--- src/rtl/systolic_feeder_ctrl.sv ---
// rtl/systolic_feeder_ctrl.sv - NxN skewed operand sequencer and controller for an output-stationary systolic array
// Optional SYSTOLIC_FEEDER_CYCLE_COUNT_EN adds the o_cycles busy-cycle counter.

module systolic_feeder_ctrl #(
  parameter int W = 16,
  parameter int N = 3
) (
  input  logic             i_clk,
  input  logic             i_rst,
  input  logic             i_en,
  input  logic             i_start,
  input  logic             i_mode,
  input  logic [W*N*N-1:0] i_A,
  input  logic [W*N*N-1:0] i_B,
  output logic [W*N-1:0]   o_a,
  output logic [W*N-1:0]   o_b,
  output logic             o_clr,
  output logic             o_mode,
  output logic             o_busy,
  output logic             o_done
`ifdef SYSTOLIC_FEEDER_CYCLE_COUNT_EN
  ,
  output logic [15:0]      o_cycles
`endif
);

  localparam int CW = $clog2(3*N);
  localparam logic [CW-1:0] T_LAST = CW'(3*N-3);

  typedef enum logic [1:0] {
    S_IDLE,
    S_CLEAR,
    S_COMPUTE,
    S_DONE
  } state_t;

  state_t             state;
  state_t             state_nxt;
  logic [CW-1:0]      t_cnt;
  logic [CW-1:0]      t_nxt;
  logic               accept;
  logic [W*N*N-1:0]   a_mat;
  logic [W*N*N-1:0]   b_mat;
  logic               mode_q;

  logic [W-1:0]       a_feed [N];
  logic [W-1:0]       b_feed [N];
  logic [W-1:0]       a_lane [N];
  logic [W-1:0]       b_lane [N];

  always_ff @(posedge i_clk) begin
    if (i_rst) begin
      state  <= S_IDLE;
      t_cnt  <= '0;
      a_mat  <= '0;
      b_mat  <= '0;
      mode_q <= 1'b0;
    end else if (i_en) begin
      state <= state_nxt;
      t_cnt <= t_nxt;
      if (accept) begin
        a_mat  <= i_A;
        b_mat  <= i_B;
        mode_q <= i_mode;
      end
    end
  end

  always_comb begin
    state_nxt = state;
    t_nxt     = t_cnt;
    accept    = 1'b0;
    o_clr     = 1'b0;
    o_busy    = 1'b0;
    o_done    = 1'b0;
    case (state)
      S_IDLE: begin
        if (i_start) begin
          accept    = 1'b1;
          state_nxt = S_CLEAR;
        end
      end
      S_CLEAR: begin
        o_clr     = 1'b1;
        o_busy    = 1'b1;
        t_nxt     = '0;
        state_nxt = S_COMPUTE;
      end
      S_COMPUTE: begin
        o_busy = 1'b1;
        if (t_cnt == T_LAST) begin
          state_nxt = S_DONE;
        end else begin
          t_nxt = t_cnt + CW'(1);
        end
      end
      S_DONE: begin
        o_done = 1'b1;
        if (i_start) begin
          accept    = 1'b1;
          state_nxt = S_CLEAR;
        end
      end
      default: state_nxt = S_IDLE;
    endcase
  end

  assign o_mode = mode_q;

  // Slice mux: column t of A feeds the rows, row t of B feeds the columns; zero once t runs past N.
  always_comb begin
    for (int k = 0; k < N; k++) begin
      a_feed[k] = '0;
      b_feed[k] = '0;
      if (int'(t_cnt) < N) begin
        a_feed[k] = a_mat[(k*N + int'(t_cnt))*W +: W];
        b_feed[k] = b_mat[(int'(t_cnt)*N + k)*W +: W];
      end
    end
  end

  for (genvar k = 0; k < N; k++) begin : g_lane
    if (k == 0) begin : g_direct
      assign a_lane[k] = a_feed[k];
      assign b_lane[k] = b_feed[k];
    end else begin : g_skew
      logic [W-1:0] a_sr [k];
      logic [W-1:0] b_sr [k];

      // Chains shift only while computing and are flushed otherwise so every op starts from zero bubbles.
      always_ff @(posedge i_clk) begin
        if (i_rst) begin
          for (int s = 0; s < k; s++) begin
            a_sr[s] <= '0;
            b_sr[s] <= '0;
          end
        end else if (i_en) begin
          if (state == S_COMPUTE) begin
            a_sr[0] <= a_feed[k];
            b_sr[0] <= b_feed[k];
            for (int s = 1; s < k; s++) begin
              a_sr[s] <= a_sr[s-1];
              b_sr[s] <= b_sr[s-1];
            end
          end else begin
            for (int s = 0; s < k; s++) begin
              a_sr[s] <= '0;
              b_sr[s] <= '0;
            end
          end
        end
      end

      assign a_lane[k] = a_sr[k-1];
      assign b_lane[k] = b_sr[k-1];
    end

    assign o_a[k*W +: W] = (state == S_COMPUTE) ? a_lane[k] : '0;
    assign o_b[k*W +: W] = (state == S_COMPUTE) ? b_lane[k] : '0;
  end

`ifdef SYSTOLIC_FEEDER_CYCLE_COUNT_EN
  logic [15:0] cyc_q;

  // Counts wall-clock busy cycles, so stalled cycles are included.
  always_ff @(posedge i_clk) begin
    if (i_rst) begin
      cyc_q <= '0;
    end else if (i_en && accept) begin
      cyc_q <= '0;
    end else if ((state == S_CLEAR || state == S_COMPUTE) && cyc_q != 16'hFFFF) begin
      cyc_q <= cyc_q + 16'd1;
    end
  end

  assign o_cycles = cyc_q;
`endif

endmodule

--- config.mk ---
export PLATFORM = sky130hd
export DESIGN_NAME = systolic_feeder_ctrl
export DESIGN_NICKNAME = d
export VERILOG_FILES = /design/src/rtl/systolic_feeder_ctrl.sv
export SDC_FILE = /design/constraint.sdc
export NUM_CORES = 1
export LEC_CHECK = 0
export ABC_AREA = 1
export BUFFER_PORTS_ARGS = -buffer_cell sky130_fd_sc_hd__buf_4
export CAP_MARGIN = 40
export CELL_PAD_IN_SITES_DETAIL_PLACEMENT = 1
export CELL_PAD_IN_SITES_GLOBAL_PLACEMENT = 1
export CORE_UTILIZATION = 35
export DETAILED_ROUTE_END_ITERATION = 10
export PLACE_DENSITY_LB_ADDON = 0.1
export SLEW_MARGIN = 5
export SYNTH_ARGS = -nofsm -noshare
export SYNTH_HDL_FRONTEND = slang
export SYNTH_SLANG_ARGS = --single-unit
--- constraint.sdc ---
create_clock -name i_clk -period 2.7 [get_ports i_clk]
set_input_delay 0.675 -clock i_clk [delete_from_list [all_inputs] [get_ports i_clk]]
set_output_delay 0.675 -clock i_clk [all_outputs]
set_load 0.05 [all_outputs]
==> metrics.md <==
| Metric | Value |
|---|---|
| Outcome | `finished with violations` |
| Failing checks | `setup timing` |
| Critical Path RT | `2.03 ns` |
| Kind of critical path | `reg2out` |
| Sequential area share after synthesis | `45.6%` |
| Initial core utilization | `35.6%` |
| Final worst-path cycle share | `112%` |
| Via count | `19,800` |
| Avg Cell Area, Syn | `7.23 sq um` |
| Total Routed Length | `84.1 mm` |
| Dpl cell area | `0.0235 sq mm` |
| Antenna cells | `0` |
| Die Wd | `237 microns` |
| Fin crit period | `3.03 ns` |
| Synthesized flop and latch total | `391` |
| Full die area | `0.0560 sq mm` |
| CTS root buffer | `clkbuf_16` |
| Pwr Density | `631 mW/mm^2` |
| Slew @ Worst Pin | `0.734 ns` |
| Total CTS buffers | `46` |
| Maximum vdd drop | `520 uV` |
| Largest family of logic cells by synthesized area | `compound AO/OA/AOI/OAI gates` |
| Clk_skew | `0.0245 ns` |
| Rel. slew slack | `50.6%` |
| Total gr overflow | `0` |
| Non-Filler Instances | `3,785` |
| Hold WS | `0.333 ns` |
| Synth-to-Final Area Change | `35.6%` |
| Routability congestion estimate | `0.983` |
| Pre-antenna DRT Iters | `6` |
| Endpoints failing setup | `32` |
| Cell area after synthesis | `0.0193 sq mm` |
| Worst setup SP type | `register` |
| DRC | `0` |
| RSZ-0062 raised after global routing | `true` |
| Max-slew violation count | `0` |
| Core area | `0.0541 sq mm` |
| Final Hold Violating Endpoints | `0` |
| Total power | `16.5 mW` |
| Synth Area in Compound Gates | `25.6%` |
| Mux contribution to synthesized area | `0%` |
| Post-synth net total | `2,976` |
| Port Buffers | `392` |
| Dpl hpwl | `62.7 mm` |
| Final WS setup | `-0.335 ns` |
| Clk Latency, worst-skew pair | `0.60 ns` |
| Vias in the first global route | `19,600` |
| Worst-path fanout max | `13` |
| Hold-fix buffers, CTS | `0` |
| Leading cell type in the layout, fill and taps excluded | `buf_4` |
| P_leak | `11.0 nW` |
| Num Clock Sinks | `391` |
| Initial DRC Count | `1,893` |
| Post-synth top area share | `30.6%` |
| Fin nets | `3,361` |
| WP data arrival | `2.36 ns` |
| Max_cap viols | `0` |
| Post-synthesis adder-cell area fraction | `1.01%` |
| Clock-pin transition on the worst setup and hold timing paths | `0.06 ns` |
| Top post-synthesis cells by area | `dfxtp_1 31%, edfxtp_1 15%, o21ai_0 12%, a21oi_1 11%, inv_1 8.4%` |
| Antenna-violating nets left | `0` |
| Setup_tns | `-8.66 ns` |
| XOR/XNOR share of the synthesized area | `0.0908%` |
| Die H | `237 microns` |
| Core Util, Final | `48.3%` |
| IO Pins | `393` |
| Placed cells | `3,670` |
| Antenna violations before repair | `0` |
| Most frequent cells in the layout | `464 x buf_4, 431 x inv_1, 420 x o21ai_0` |
| Wirelength per Cell | `22.2 microns` |
| Vias per inst | `5.23` |
| Crit end category | `output port` |
| Synth warn | `0` |
| Area leader, netlist | `dfxtp_1` |
| First-pass GRT wire length | `124 mm` |
| Pre-CTS WS | `-0.0903 ns` |
| Hold Crit Class | `in2reg` |
| Simple-Gate Fraction of Synth Area | `14.1%` |
| Synth cell types | `39` |
| Largest net degree at the start of global routing | `111` |
| Bufs on Longest Clock Path | `3` |
| GRT Util Overall | `29.4%` |
| Mapped Cells | `2,668` |
| Ratio of cells with drive above 1 in the final layout | `23.7%` |
| Max Fclk | `0.330 GHz` |
| CTS tree | `yes` |
| Post-route cell area | `0.0261 sq mm` |
| H-tree levels | `2` |
| Row count | `85` |
## synth_stat cells
cell type,instances
a21oi_1,423
a21oi_2,10
nand2_4,1
nor2_1,153
o22ai_1,1
xor2_1,2
a21oi_4,1
dfxtp_1,295
clkinv_4,1
clkbuf_2,1
nor2_4,1
buf_4,8
nor2_2,2
inv_1,433
buf_6,14
nand2_1,404
clkinv_1,1
o211ai_1,33
nor3_4,1
fa_1,1
o21bai_1,7
edfxtp_1,96
o21ai_0,444
nand3_1,76
ha_1,14
nor3_2,1
clkbuf_1,111
nand4_1,17
o21ai_1,37
buf_1,11
or2_2,1
clkbuf_4,1
nor2_8,2
inv_2,5
nand2_2,2
nand3_2,2
buf_8,1
inv_4,2
buf_2,52
## per-layer routing
layer / up-vias / part of all wire, % / global-route usage (%)
li1: 9439 / - / -
met2: 664 / 43 / 43.5
met3: 88 / 6.9 / 5.85
met4: 0 / 2.1 / 6.71
met1: 9598 / 48 / 43.4
met5: - / 0 / 0
## registers in the layout, indices dropped and copies added, names as in the netlist
register and count:
state 2, a_mat 144, g_lane.g_skew.a_sr 48, t_cnt 4, g_lane.g_skew.b_sr 48, b_mat 144, o_mode 1
## final cells by class
class	instances	area (sq um)
fill	6686	28000
tap	696	871
inverter	442	1680
sequential	391	8800
multi-input combinational	1636	8480
timing repair buffer	536	4740
clock inverter	17	213
clock buffer	67	1360
## worst paths after layout
| check | slack (ns) | depth (start not counted) | start | to |
|---|---|---|---|---|
| worst max register to register | 0.09 | 13 | t_cnt[0] | g_lane[1].g_skew.b_sr[0][15] |
| worst min register to register | 0.44 | 2 | a_mat[14] | a_mat[14] |
| worst max-delay path | -0.33 | 9 | t_cnt[0] | o_a[9] |
| worst min-delay path | 0.33 | 2 | i_rst | t_cnt[1] |
## cells by family (layout without fill, tap and decap cells)
kind of cell             after synthesis  after routing
buffers and inverters                641           1062
AO/OA/AOI/OAI                        956            956
flip-flops                           391            391
adder cells (fa/ha/maj)               15             15
AND/OR/NAND/NOR                      663            663
XOR/XNOR                               2              2
## power breakdown
group	leakage, nW	internal, mW	switching, mW	total [mW]
sequential	3.50	6.49	0.322	6.81
combinational	6.75	1.16	2.01	3.17
clock	0.783	3.97	2.56	6.53
total	11.0	11.6	4.89	16.5
## worst max-delay path: stages (launching register included)
cell and delay (ns):
dfxtp_4 0.52, clkbuf_16 0.25, buf_16 0.14, o211ai_1 0.10, nand2_1 0.08, nand2_1 0.15, nand2_1 0.12, nand2_1 0.09
a21oi_4 0.14, buf_6 0.17
## timing repair
action / in CTS / in global routing
gates resized for setup: 140 / 48
setup buffers: 16 / 5
setup endpoints to repair: 105 / 68
pin swaps: 13 / 17
gates cloned: 7 / 4
Note: power is estimated with default switching activity, not from simulation.
